**config.mk**
```make
export PLATFORM = sky130hd
export DESIGN_NAME = reg_array_bank
export DESIGN_NICKNAME = d
export VERILOG_FILES = /design/src/rtl/reg_array_bank.sv
export SDC_FILE = /design/constraint.sdc
export NUM_CORES = 2
export LEC_CHECK = 0
export BUFFER_PORTS_ARGS = -buffer_cell sky130_fd_sc_hd__buf_2
export CORE_AREA = 5 5 439 441
export CTS_BUF_LIST = sky130_fd_sc_hd__clkbuf_16
export CTS_CLUSTER_SIZE = 16
export DETAILED_ROUTE_END_ITERATION = 10
export DIE_AREA = 0 0 444 446
export GPL_TIMING_DRIVEN = 0
export HOLD_SLACK_MARGIN = 0.15
export SYNTH_ARGS = -nofsm -noshare
export SYNTH_HDL_FRONTEND = slang
export SYNTH_SLANG_ARGS = --single-unit
```
**constraint.sdc**
```tcl
create_clock -name clk -period 46.4 [get_ports clk]
set_input_delay 4.64 -clock clk [delete_from_list [all_inputs] [get_ports clk]]
set_output_delay 4.64 -clock clk [all_outputs]
set_load 0.05 [all_outputs]
```
**src/rtl/reg_array_bank.sv**
```systemverilog
// DEPTH x WIDTH register bank with parallel load, addressed write, shift-in, registered read and clear sweep.
// Optional per-entry even parity when REG_ARRAY_PARITY_EN is defined.
module reg_array_bank #(
  parameter int unsigned WIDTH = 32,
  parameter int unsigned DEPTH = 16,
  localparam int unsigned AW   = $clog2(DEPTH)
) (
  input  logic             clk,
  input  logic             rst,
  input  logic [1:0]       mode,
  input  logic             load_valid,
  output logic             load_ready,
  input  logic [WIDTH-1:0] data_in [0:DEPTH-1],
  input  logic [AW-1:0]    wr_addr,
  input  logic [WIDTH-1:0] wr_data,
  output logic             wr_err,
  input  logic             clear,
  input  logic [AW-1:0]    rd_addr,
  output logic [WIDTH-1:0] rd_data,
  output logic [WIDTH-1:0] data_out [0:DEPTH-1],
  output logic [WIDTH-1:0] shift_out,
  output logic [AW:0]      fill_count,
  output logic             full,
`ifdef REG_ARRAY_PARITY_EN
  input  logic             par_inject,
  output logic             rd_perr,
`endif
  output logic             busy
);

  localparam logic [AW:0]   DEPTH_C = (AW+1)'(DEPTH);
  localparam logic [AW-1:0] LAST    = AW'(DEPTH - 1);

  typedef enum logic {IDLE, CLR} state_t;

  state_t            state, state_next;
  logic [WIDTH-1:0]  mem [0:DEPTH-1];
  logic [AW-1:0]     idx;
  logic              start_clr;
  logic              accept;
  logic              wr_ok;
  logic              rd_ok;
`ifdef REG_ARRAY_PARITY_EN
  logic              par [0:DEPTH-1];
`endif

  assign start_clr  = (state == IDLE) && clear;
  assign load_ready = (state == IDLE) && !clear;
  assign accept     = load_valid && load_ready;
  assign busy       = (state == CLR);
  assign full       = (fill_count == DEPTH_C);
  assign wr_ok      = ({1'b0, wr_addr} < DEPTH_C);
  assign rd_ok      = ({1'b0, rd_addr} < DEPTH_C);
  assign data_out   = mem;

  always_ff @(posedge clk or posedge rst) begin
    if (rst) state <= IDLE;
    else     state <= state_next;
  end

  always_comb begin
    state_next = state;
    case (state)
      IDLE:    if (clear) state_next = CLR;
      CLR:     if (idx == LAST) state_next = IDLE;
      default: state_next = IDLE;
    endcase
  end

  always_ff @(posedge clk or posedge rst) begin
    if (rst) begin
      for (int unsigned i = 0; i < DEPTH; i++) mem[i] <= '0;
      rd_data    <= '0;
      shift_out  <= '0;
      fill_count <= '0;
      wr_err     <= 1'b0;
      idx        <= '0;
    end else begin
      wr_err  <= 1'b0;
      // Read samples pre-edge contents, so a same-cycle write is not visible.
      rd_data <= rd_ok ? mem[rd_addr] : '0;
      if (start_clr) begin
        idx        <= '0;
        fill_count <= '0;
      end else if (state == CLR) begin
        mem[idx] <= '0;
        idx      <= idx + 1'b1;
      end else if (accept) begin
        case (mode)
          2'b01: begin
            for (int unsigned i = 0; i < DEPTH; i++) mem[i] <= data_in[i];
            fill_count <= DEPTH_C;
          end
          2'b10: begin
            if (wr_ok) mem[wr_addr] <= wr_data;
            else       wr_err <= 1'b1;
          end
          2'b11: begin
            mem[0] <= wr_data;
            for (int unsigned i = 1; i < DEPTH; i++) mem[i] <= mem[i-1];
            shift_out <= mem[DEPTH-1];
            if (fill_count != DEPTH_C) fill_count <= fill_count + 1'b1;
          end
          default: ;
        endcase
      end
    end
  end

`ifdef REG_ARRAY_PARITY_EN
  always_ff @(posedge clk or posedge rst) begin
    if (rst) begin
      for (int unsigned i = 0; i < DEPTH; i++) par[i] <= 1'b0;
      rd_perr <= 1'b0;
    end else begin
      rd_perr <= rd_ok ? ((^mem[rd_addr]) != par[rd_addr]) : 1'b0;
      if (state == CLR) begin
        par[idx] <= 1'b0;
      end else if (accept) begin
        case (mode)
          2'b01: for (int unsigned i = 0; i < DEPTH; i++) par[i] <= (^data_in[i]) ^ par_inject;
          2'b10: if (wr_ok) par[wr_addr] <= (^wr_data) ^ par_inject;
          2'b11: begin
            par[0] <= (^wr_data) ^ par_inject;
            for (int unsigned i = 1; i < DEPTH; i++) par[i] <= par[i-1] ^ par_inject;
          end
          default: ;
        endcase
      end
    end
  end
`endif

endmodule

```
==> results.cfg <==
[sta]
max_slew.worst_pin.slew_ns = 1.60
relSlewSlack_pct = -6.54
post-route-period-util_pct = 22.2
finalClockSkew_ns = 0.0354
maxClockFrequency_ghz = 0.0969
final_max_slew_viol_count = 73
setup_tns_ns = 0
setup_viol_count_final = 0
min_period_ns = 10.31
finalHoldViolations = 0
rsz0062_at_grt = false

[synth]
synthXorXnorAreaFrac_pct = 0.0242
syn_nets = 4266
async_flop_share_pct = 100
ys_types = 59
syn_area_um2 = 36200
synth_flop_cell = dfrtp_1
syn_inst = 3702
synth_edf_count = 0
muxShareOfSynthArea_pct = 10.0
synth-compound-area-share_pct = 29.1
avgSynthCellArea_um2 = 9.77
ys_seq_elements = 586
synth_top_family_by_area = compound AO/OA/AOI/OAI gates
synth_simple_gate_area_share_pct = 15.0
ys_warn_count = 0
synth_adder_area_share_pct = 0.207
ys_seq_area_share_pct = 40.5

[critical_path]
path_class = in -> out
critPathMaxFanout = 8
start_kind = primary input
cp.arrival_ns = 5.67
worstPathRequired_ns = 41.76
end_kind = output port

[grt]
track_usage_pct = 33.0
antenna_found_initial = 90
grt_max_degree = 122
grt_pass1_vias = 40756
grtUsageMet1_pct = 36.2
met2_usage_pct = 56.4
grt_pass1_wl_um = 430000
use_met3_pct = 9.57
globalRouteOverflowTotal = 0
gr-max-usage-layer = met2

[route]
postRouteAntennaNets = 0
dr.first_iter.drc_count = 5676
routedWlPerCell_um = 45.4
firstDrtPassIters = 6
drt_wl_total_um = 343000
num_vias = 42830
via_per_inst = 5.68
drc = 0

[clock_network]
cts_max_level = 3
cts_tree = done
cts_resized = 0
root_buffer = clkbuf_16
clk_pin_slew_ns = 0.06
cts_sinks = 586
hold_buffers = 0
post_cts_buffers = 0
worstSkewPairLatency_ns = 0.75
cts_buffers = 81
clockBufferDepth = 3

[die]
rows = 160
initial_core_util_pct = 19.2
io_pins = 1143
coreArea_um2 = 189000
fp.dieH_um = 446
die-area_um2 = 198000
chipWidth_um = 444

[finish]
final_util_pct = 25.4
layout_common_cells = buf_2 (1227), dfrtp_1 (586), nor2b_1 (522)
nets = 5486
drive_gt1_share_pct = 31.7
final_area_um2 = 48000
syn_to_final_growth_pct = 32.6
final_common_cell = buf_2
finalNonFillerCells = 7544

[placed_design]
hpwl_um = 286000
gp_congestion = 1.01
port_buffers = 1126
placement.cell_area_um2 = 45200
dp_cells = 7350

[worst_hold_path]
hp-class = reg -> reg

[run_status]
violations = max-capacitance violations, max-slew violations
status = finished, violations left

[job]
drv_cap = 7

[power_and_ir_drop]
power.total_uw = 3440
power.density_nw_per_um2 = 71.8
peakVddDrop_mv = 0.0449
power_leakage_uw = 0.0214
==> cells in the mapped netlist, types with 2 or more instances <==
cell	instances	area [µm²]
a22o_1	4	35.0
a22oi_1	65	488
a21oi_1	368	1840
nor4b_1	2	17.5
o211ai_1	148	1110
buf_2	99	495
nand2b_1	5	31.3
a21o_1	8	60.1
and2_1	35	219
nand4_1	5	31.3
or3b_1	2	17.5
inv_1	9	33.8
ha_1	6	75.1
a311oi_1	32	280
nand4bb_1	3	33.8
nor2b_1	522	3270
o21ai_0	182	911
nand4b_1	8	70.1
clkbuf_1	305	1140
a31oi_1	149	932
nand2_1	76	285
a221o_1	447	4470
dfrtp_1	586	14700
o21bai_1	2	15.0
nor4_1	2	12.5
a211o_1	2	17.5
nor4bb_1	3	30.0
o21a_1	2	15.0
buf_1	32	120
nor3_1	5	25.0
o31ai_1	2	15.0
o2bb2ai_1	33	289
buf_4	5	37.5
mux4_2	128	2880
nor2_1	329	1230
nand3_1	3	15.0
mux2_2	66	743
==> flip-flops by register name, summed over array words and instances, names as in the netlist <==
name        count
idx             4
fill_count      5
busy            1
data_out      512
rd_data        32
shift_out      32
==> through the flow <==
step,setup WS [ns],hold WS [ns]
2_1_floorplan,25.36,0.594
3_3_place_gp,16.39,0.481
3_5_place_dp,36.05,0.488
4_1_cts,36.05,0.501
5_1_grt,36.01,0.519
6_report,36.09,0.499
==> cell families after synthesis <==
logic type,Yosys count
buf+inv,452
mux,195
compound gates,1450
other cells,1
xor+xnor,1
flops,586
fa+ha+maj,6
simple gates,1011
==> report_power, final <==
part / switching, µW / internal, µW / total (µW)
Sequential: 399 / 689 / 1090
Clock: 294 / 353 / 648
Combinational: 1280 / 428 / 1710
==> routing by layer <==
layer  share of wire [%]  wire length, µm
met2                  49           167000
met5               0.060              207
met3                 9.7            33100
met1                  34           118000
met4                 7.2            24700
==> final cells by class <==
| cell class | count | area (µm²) |
|---|---|---|
| Multi-Input combinational cell | 2664 | 19700 |
| Timing Repair Buffer | 1137 | 5870 |
| Buffer | 443 | 1830 |
| Antenna cell | 44 | 110 |
| Sequential cell | 586 | 14700 |
| Clock buffer | 82 | 2050 |
| Clock inverter | 68 | 566 |
| Inverter | 9 | 41.3 |
| Tap cell | 2511 | 3140 |
| Fill cell | 20621 | 141000 |
==> critical path, cell delays in order <==
cell	delay, ns
buf_2	0.20
nor2_1	0.34
buf_2	0.45
==> path summary, 6_finish.rpt <==
path / from / end / slack, ns / cells after the start
max: clear / load_ready / 36.09 / 3
min: shift_out[23] / shift_out[23] / 0.50 / 1
max reg2reg: busy / data_out[269] / 42.59 / 6
min reg2reg: shift_out[23] / shift_out[23] / 0.50 / 1
max in group asynchronous: rst / fill_count[0] / 40.88 / 4
min in group asynchronous: rst / rd_data[20] / 3.98 / 2
No activity file was read; power rests on OpenSTA's default activity.
